===== config.mk =====
export PLATFORM = sky130hd
export DESIGN_NAME = spi_target_byte
export DESIGN_NICKNAME = d
export VERILOG_FILES = /design/src/rtl/spi_target_byte.sv
export SDC_FILE = /design/constraint.sdc
export NUM_CORES = 1
export LEC_CHECK = 0
export CORE_ASPECT_RATIO = 1.1
export CORE_MARGIN = 4
export CORE_UTILIZATION = 50
export CTS_BUF_LIST = sky130_fd_sc_hd__clkbuf_4
export DETAILED_ROUTE_END_ITERATION = 12
export PLACE_DENSITY_LB_ADDON = 0.15
export SLEW_MARGIN = 20
export SYNTH_ARGS = -nofsm -noshare
export SYNTH_HDL_FRONTEND = slang
export SYNTH_SLANG_ARGS = --single-unit

===== constraint.sdc =====
create_clock -name clock -period 1.8 [get_ports clock]
set_clock_uncertainty 0.2 [all_clocks]
set_input_delay 0.27 -clock clock [delete_from_list [all_inputs] [get_ports clock]]
set_output_delay 0.27 -clock clock [all_outputs]
set_load 0.1 [all_outputs]

===== src/rtl/spi_target_byte.sv =====
`default_nettype none
// ============================================================================
//  Module      : spi_target_byte
//  Description : SPI mode-0 target front-end. All SPI pins are oversampled in
//                the system clock domain. Received words and words to transmit
//                are exchanged with local logic through one-cycle strobes.
//  Ports       : clock, reset (sync, active-low)
//                sclk, pico, cs (SPI pins in), poci, poci_oe (SPI pin out)
//                tx_data / tx_taken  : next word to send / word was loaded
//                rx_data / rx_valid  : last full word / word just updated
//                busy                : a frame is in progress
//  Revision    : 1.0 - initial release
// ============================================================================
module spi_target_byte #(
    parameter int DATA_WIDTH  = 8,
    parameter int SYNC_STAGES = 2
) (
    input  logic                  clock,
    input  logic                  reset,
    input  logic                  sclk,
    input  logic                  pico,
    input  logic                  cs,
    output logic                  poci,
    output logic                  poci_oe,
    input  logic [DATA_WIDTH-1:0] tx_data,
    output logic                  tx_taken,
    output logic [DATA_WIDTH-1:0] rx_data,
    output logic                  rx_valid,
    output logic                  busy
);

    localparam int                 c_CNT_W    = $clog2(DATA_WIDTH + 1);
    localparam logic [c_CNT_W-1:0] c_CNT_LAST = c_CNT_W'(DATA_WIDTH - 1);
    localparam int                 c_SET_W    = $clog2(SYNC_STAGES + 2);
    localparam logic [c_SET_W-1:0] c_SETTLE   = c_SET_W'(SYNC_STAGES + 1);

    localparam logic [1:0] S_WAIT_IDLE = 2'd0;
    localparam logic [1:0] S_IDLE      = 2'd1;
    localparam logic [1:0] S_ACTIVE    = 2'd2;

    // ------------------------------------------------------------------
    // Synchronizers and edge detection
    // ------------------------------------------------------------------
    logic [SYNC_STAGES-1:0] r_sclk_sync;
    logic [SYNC_STAGES-1:0] r_pico_sync;
    logic [SYNC_STAGES-1:0] r_cs_sync;
    logic                   r_sclk_d;
    logic                   r_cs_d;

    always_ff @(posedge clock) begin
        if (!reset) begin
            r_sclk_sync <= '0;
            r_pico_sync <= '0;
            r_cs_sync   <= '1;
            r_sclk_d    <= 1'b0;
            r_cs_d      <= 1'b1;
        end else begin
            r_sclk_sync <= {r_sclk_sync[SYNC_STAGES-2:0], sclk};
            r_pico_sync <= {r_pico_sync[SYNC_STAGES-2:0], pico};
            r_cs_sync   <= {r_cs_sync[SYNC_STAGES-2:0], cs};
            r_sclk_d    <= r_sclk_sync[SYNC_STAGES-1];
            r_cs_d      <= r_cs_sync[SYNC_STAGES-1];
        end
    end

    logic w_sclk_s, w_pico_s, w_cs_s;
    logic w_sclk_rise, w_sclk_fall, w_cs_rise, w_cs_fall;

    // pico_s comes from the same stage as sclk_s so data/clock stay aligned
    assign w_sclk_s    = r_sclk_sync[SYNC_STAGES-1];
    assign w_pico_s    = r_pico_sync[SYNC_STAGES-1];
    assign w_cs_s      = r_cs_sync[SYNC_STAGES-1];
    assign w_sclk_rise =  w_sclk_s & ~r_sclk_d;
    assign w_sclk_fall = ~w_sclk_s &  r_sclk_d;
    assign w_cs_rise   =  w_cs_s   & ~r_cs_d;
    assign w_cs_fall   = ~w_cs_s   &  r_cs_d;

    // ------------------------------------------------------------------
    // After reset the synchronizer chain still holds its reset values, which
    // would look like cs=1. Hold off the WAIT_IDLE check until real pin
    // samples have reached both cs_s and its delay flop, so a frame that was
    // in progress across reset is never joined.
    // ------------------------------------------------------------------
    logic [c_SET_W-1:0] r_settle;

    always_ff @(posedge clock) begin
        if (!reset) begin
            r_settle <= c_SETTLE;
        end else if (r_settle != '0) begin
            r_settle <= r_settle - 1'b1;
        end
    end

    // ------------------------------------------------------------------
    // FSM: state register
    // ------------------------------------------------------------------
    logic [1:0] r_state;
    logic [1:0] w_state_nxt;

    always_ff @(posedge clock) begin
        if (!reset) begin
            r_state <= S_WAIT_IDLE;
        end else begin
            r_state <= w_state_nxt;
        end
    end

    // ------------------------------------------------------------------
    // FSM: next-state logic
    // ------------------------------------------------------------------
    always_comb begin
        w_state_nxt = r_state;
        case (r_state)
            S_WAIT_IDLE: if (r_settle == '0 && w_cs_s) w_state_nxt = S_IDLE;
            S_IDLE:      if (w_cs_fall)                w_state_nxt = S_ACTIVE;
            S_ACTIVE:    if (w_cs_rise)                w_state_nxt = S_WAIT_IDLE;
            default:                                   w_state_nxt = S_WAIT_IDLE;
        endcase
    end

    // ------------------------------------------------------------------
    // FSM: output / control decode
    // ------------------------------------------------------------------
    logic [c_CNT_W-1:0] r_bit_cnt;
    logic               r_word_done;
    logic               w_start, w_end, w_rx_shift, w_tx_edge;
    logic               w_tx_reload, w_tx_load, w_tx_shift;

    always_comb begin
        w_start     = 1'b0;
        w_end       = 1'b0;
        w_rx_shift  = 1'b0;
        w_tx_edge   = 1'b0;
        w_tx_reload = 1'b0;
        case (r_state)
            S_IDLE: begin
                w_start = w_cs_fall;
            end
            S_ACTIVE: begin
                // cs rising edge wins over any sclk edge in the same cycle
                w_end      = w_cs_rise;
                w_rx_shift = ~w_cs_rise & w_sclk_rise;
                w_tx_edge  = ~w_cs_rise & w_sclk_fall;
                // next word is fetched on the falling edge that follows a
                // completed word, never on the first edge of a frame
                w_tx_reload = w_tx_edge & (r_bit_cnt == '0) & r_word_done;
            end
            default: ;
        endcase
    end

    assign w_tx_load  = w_start | w_tx_reload;
    assign w_tx_shift = w_tx_edge & ~w_tx_reload;
    assign busy       = (r_state == S_ACTIVE);

    // ------------------------------------------------------------------
    // Datapath
    // ------------------------------------------------------------------
    logic [DATA_WIDTH-1:0] r_tx_shift;
    logic [DATA_WIDTH-1:0] r_rx_shift;
    logic                  r_rx_pend;

    always_ff @(posedge clock) begin
        if (!reset) begin
            r_tx_shift  <= '0;
            r_rx_shift  <= '0;
            r_bit_cnt   <= '0;
            r_word_done <= 1'b0;
            r_rx_pend   <= 1'b0;
            poci        <= 1'b0;
            poci_oe     <= 1'b0;
            tx_taken    <= 1'b0;
            rx_valid    <= 1'b0;
            rx_data     <= '0;
        end else begin
            tx_taken  <= 1'b0;
            rx_valid  <= 1'b0;
            r_rx_pend <= 1'b0;

            // a completed word is published one cycle later, even if the
            // frame ends in between
            if (r_rx_pend) begin
                rx_data  <= r_rx_shift;
                rx_valid <= 1'b1;
            end

            if (w_tx_load) begin
                r_tx_shift <= tx_data;
                poci       <= tx_data[DATA_WIDTH-1];
                tx_taken   <= 1'b1;
            end

            if (w_start) begin
                poci_oe     <= 1'b1;
                r_bit_cnt   <= '0;
                r_word_done <= 1'b0;
            end

            if (w_tx_shift) begin
                r_tx_shift <= {r_tx_shift[DATA_WIDTH-2:0], 1'b0};
                poci       <= r_tx_shift[DATA_WIDTH-2];
            end

            if (w_rx_shift) begin
                r_rx_shift <= {r_rx_shift[DATA_WIDTH-2:0], w_pico_s};
                if (r_bit_cnt == c_CNT_LAST) begin
                    r_bit_cnt   <= '0;
                    r_rx_pend   <= 1'b1;
                    r_word_done <= 1'b1;
                end else begin
                    r_bit_cnt <= r_bit_cnt + 1'b1;
                end
            end

            // partial word simply stays in the shifter and is never published
            if (w_end) begin
                poci_oe   <= 1'b0;
                poci      <= 1'b0;
                r_bit_cnt <= '0;
            end
        end
    end

endmodule
`default_nettype wire


==> results of run 1 <==
## registers in the layout, summed over array words and instances, names as in the netlist
name	count
r_settle	2
rx_valid	1
poci_oe	1
r_sclk_sync	2
r_bit_cnt	4
r_word_done	1
r_sclk_d	1
tx_taken	1
r_rx_pend	1
r_pico_sync	2
r_tx_shift	7
r_rx_shift	8
r_cs_d	1
rx_data	8
poci	1
r_state	2
r_cs_sync	2
## layer usage
layer  wire length [um]  vias up  global-route usage (%)
met2               1800       33                    29.7
met5                  0        -                       0
met1               1470      635                    18.8
met4                 40        0                    5.99
li1                   -      696                       -
met3                177        6                    6.43
## layout by cell type, fill, tap and decap left out, types with 2 or more instances in the layout
master            n
and3b_1           2
dfxtp_2           4
nand2_1          22
inv_1             6
buf_12           13
nand4b_2          2
clkbuf_4          5
nor3_1            2
clkdlybuf4s50_1  12
o2111a_1          6
buf_4             7
nor2_1            2
mux2i_1           8
or3_1             7
a21oi_1           3
or3_2             6
dfxtp_1          41
nand2b_1          3
ha_1              3
a21boi_0          9
nand3_1           6
nor2b_1          11
o21ai_0           4
and2_1            7
nor4b_2           2
## power breakdown
part,leakage (uW),total [uW],internal (uW),switching [uW]
Combinational,0.000467,128,72.1,56.4
Clock,0.0000410,590,283,307
Sequential,0.000365,1030,1020,12.8
## logic make-up after synthesis
logic type,share of synthesized area (%)
buf+inv,3.20
compound gates,12.1
simple gates,28.2
fa+ha+maj,2.05
mux,4.98
flops,49.1
xor+xnor,0.477
## area by class of cell
| class | instances | area, sq um | area share (%) |
|---|---|---|---|
| Clock buffer | 5 | 37.5 | 1.57 |
| Clock inverter | 2 | 35.0 | 1.46 |
| Inverter | 7 | 31.3 | 1.31 |
| Multi-Input combinational cell | 122 | 891 | 37.2 |
| Sequential cell | 45 | 906 | 37.8 |
| Tap cell | 48 | 60.1 | 2.51 |
| Timing Repair Buffer | 32 | 433 | 18.1 |
## final timing paths
path                                    from      endpoint  slack [ps]  cells past startpoint
worst min register to register  r_cs_sync[0]  r_cs_sync[1]         240                      1
worst max-delay path              r_state[0]  r_bit_cnt[3]          80                      5
worst min-delay path            r_cs_sync[0]  r_cs_sync[1]         240                      1
worst max register to register    r_state[0]  r_bit_cnt[3]          80                      5
## worst max-delay path, cell delays in order, from the launching register on
cell and delay [ps]:
dfxtp_1 340, nand2b_4 180, clkinv_4 90, nand4b_2 150
or4_1 510, a31oi_1 180
## through the flow
step	hold WS (ps)	power, uW
6_report	244	1750
5_1_grt	261	1830
4_1_cts	249	1770
3_5_place_dp	204	1180
3_3_place_gp	221	1180
2_1_floorplan	171	1130
==> flow_summary.yaml, run 1 <==
run_status:
  status: "complete, no violations"
timing:
  hold_viol: 0
  rsz0062_at_grt: "yes"
  final.setup.tns_ps: 0
  slew_violations: 0
  slew_headroom_pct: 62.6
  fmax_ghz: 0.580
  timing.final.crit_share_pct: 95.8
  setup_viol: 0
  fin_crit_ps: 1720
  fin_ws_ps: 76.3
  tightest_slew_ps: 557
cts:
  cts_tree: "built"
  cts.htree.levels: 2
  clkSlewWorstSetupHoldPaths_ps: 120
  clk_latency_ps: 350
  cts_sinks: 45
  post_cts_buffers: 0
  cts_made_buffers: 5
  cts_buffer_depth: 2
  cts.hold.buffers_added: 0
  post_cts_resized: 0
  cts-root-buf: "clkbuf_4"
worst_setup_path:
  critical_path_class: "reg -> reg"
  worstSetupStartpointType: "flip-flop"
  cp-end-kind: "flip-flop"
  cp.arrival_ps: 1800
  path_max_fanout: 5
  required_ps: 1880
job:
  maxCapViolations: 0
yosys:
  yosysTopAreaCellShare_pct: 49.1
  syn_area_sq_um: 1840
  yosysSeqAreaShare_pct: 49.1
  synth-edff-count: 0
  synth.most_common_cell: "dfxtp_1"
  async_flop_share_pct: 0
  ys_ff_latch: 45
  ys.flop_type: "dfxtp_1"
  yosys-top-cells-area: "dfxtp_1, nand2_1, mux2i_1"
  ys_warn_count: 0
  avgSynthCellArea_sq_um: 10.1
  synth_common_cells: "dfxtp_1, nand2_1, nor2b_1"
  synth_cells: 182
  synth_top_cell_by_area: "dfxtp_1"
  synth.distinct_cells: 37
  syn-num-nets: 198
power_and_ir_drop:
  p_leak_uw: 0.000873
  powerDensity_nw_per_um2: 731
  peakVddDrop_mv: 0.467
route:
  drt_wl_total_um: 3490
  dr.pass1.iters: 4
  vias: 1370
  drc: 0
  post_drt_wl_per_cell_um: 13.4
  drtIter0Drc: 60
  ant_nets: 0
  viasPerCell: 5.25
grt:
  antenna_found_initial: 0
  grt_pass1_vias: 1486
  grt_pass1_wl_um: 6310
  grt_max_degree: 22
  track_usage_pct: 17.1
  grt_overflow_total: 0
die:
  die-area_sq_um: 4710
  start_util_pct: 53.3
  rows: 22
  die_width_um: 65.8
  pin_count: 26
  die_h_um: 71.5
  core_sq_um: 3440
cells_and_area:
  area_growth_pct: 30.4
  num-fill-cells: 276
  fin_nets: 229
  finalInstanceArea_sq_um: 2390
  final_util_pct: 69.6
  drive_gt1_share_pct: 23.9
  diodes: 0
  stdcell_count: 261
placement:
  dp_slack_ps: 52.2
  hpwl_um: 2580
  dp_cells: 254
  io_buffers: 25
  gp_congestion: 0.792
  placed_cell_area_sq_um: 2300
hold_path:
  hold_path_class: "reg -> reg"
No activity file was read; power rests on OpenSTA's default activity.
==> run 2: changes to the inputs <==
- SLEW_MARGIN: 20 -> default
==> results of run 2 <==
Same layout as run 1: the final DEF is identical, and so are final timing and power.
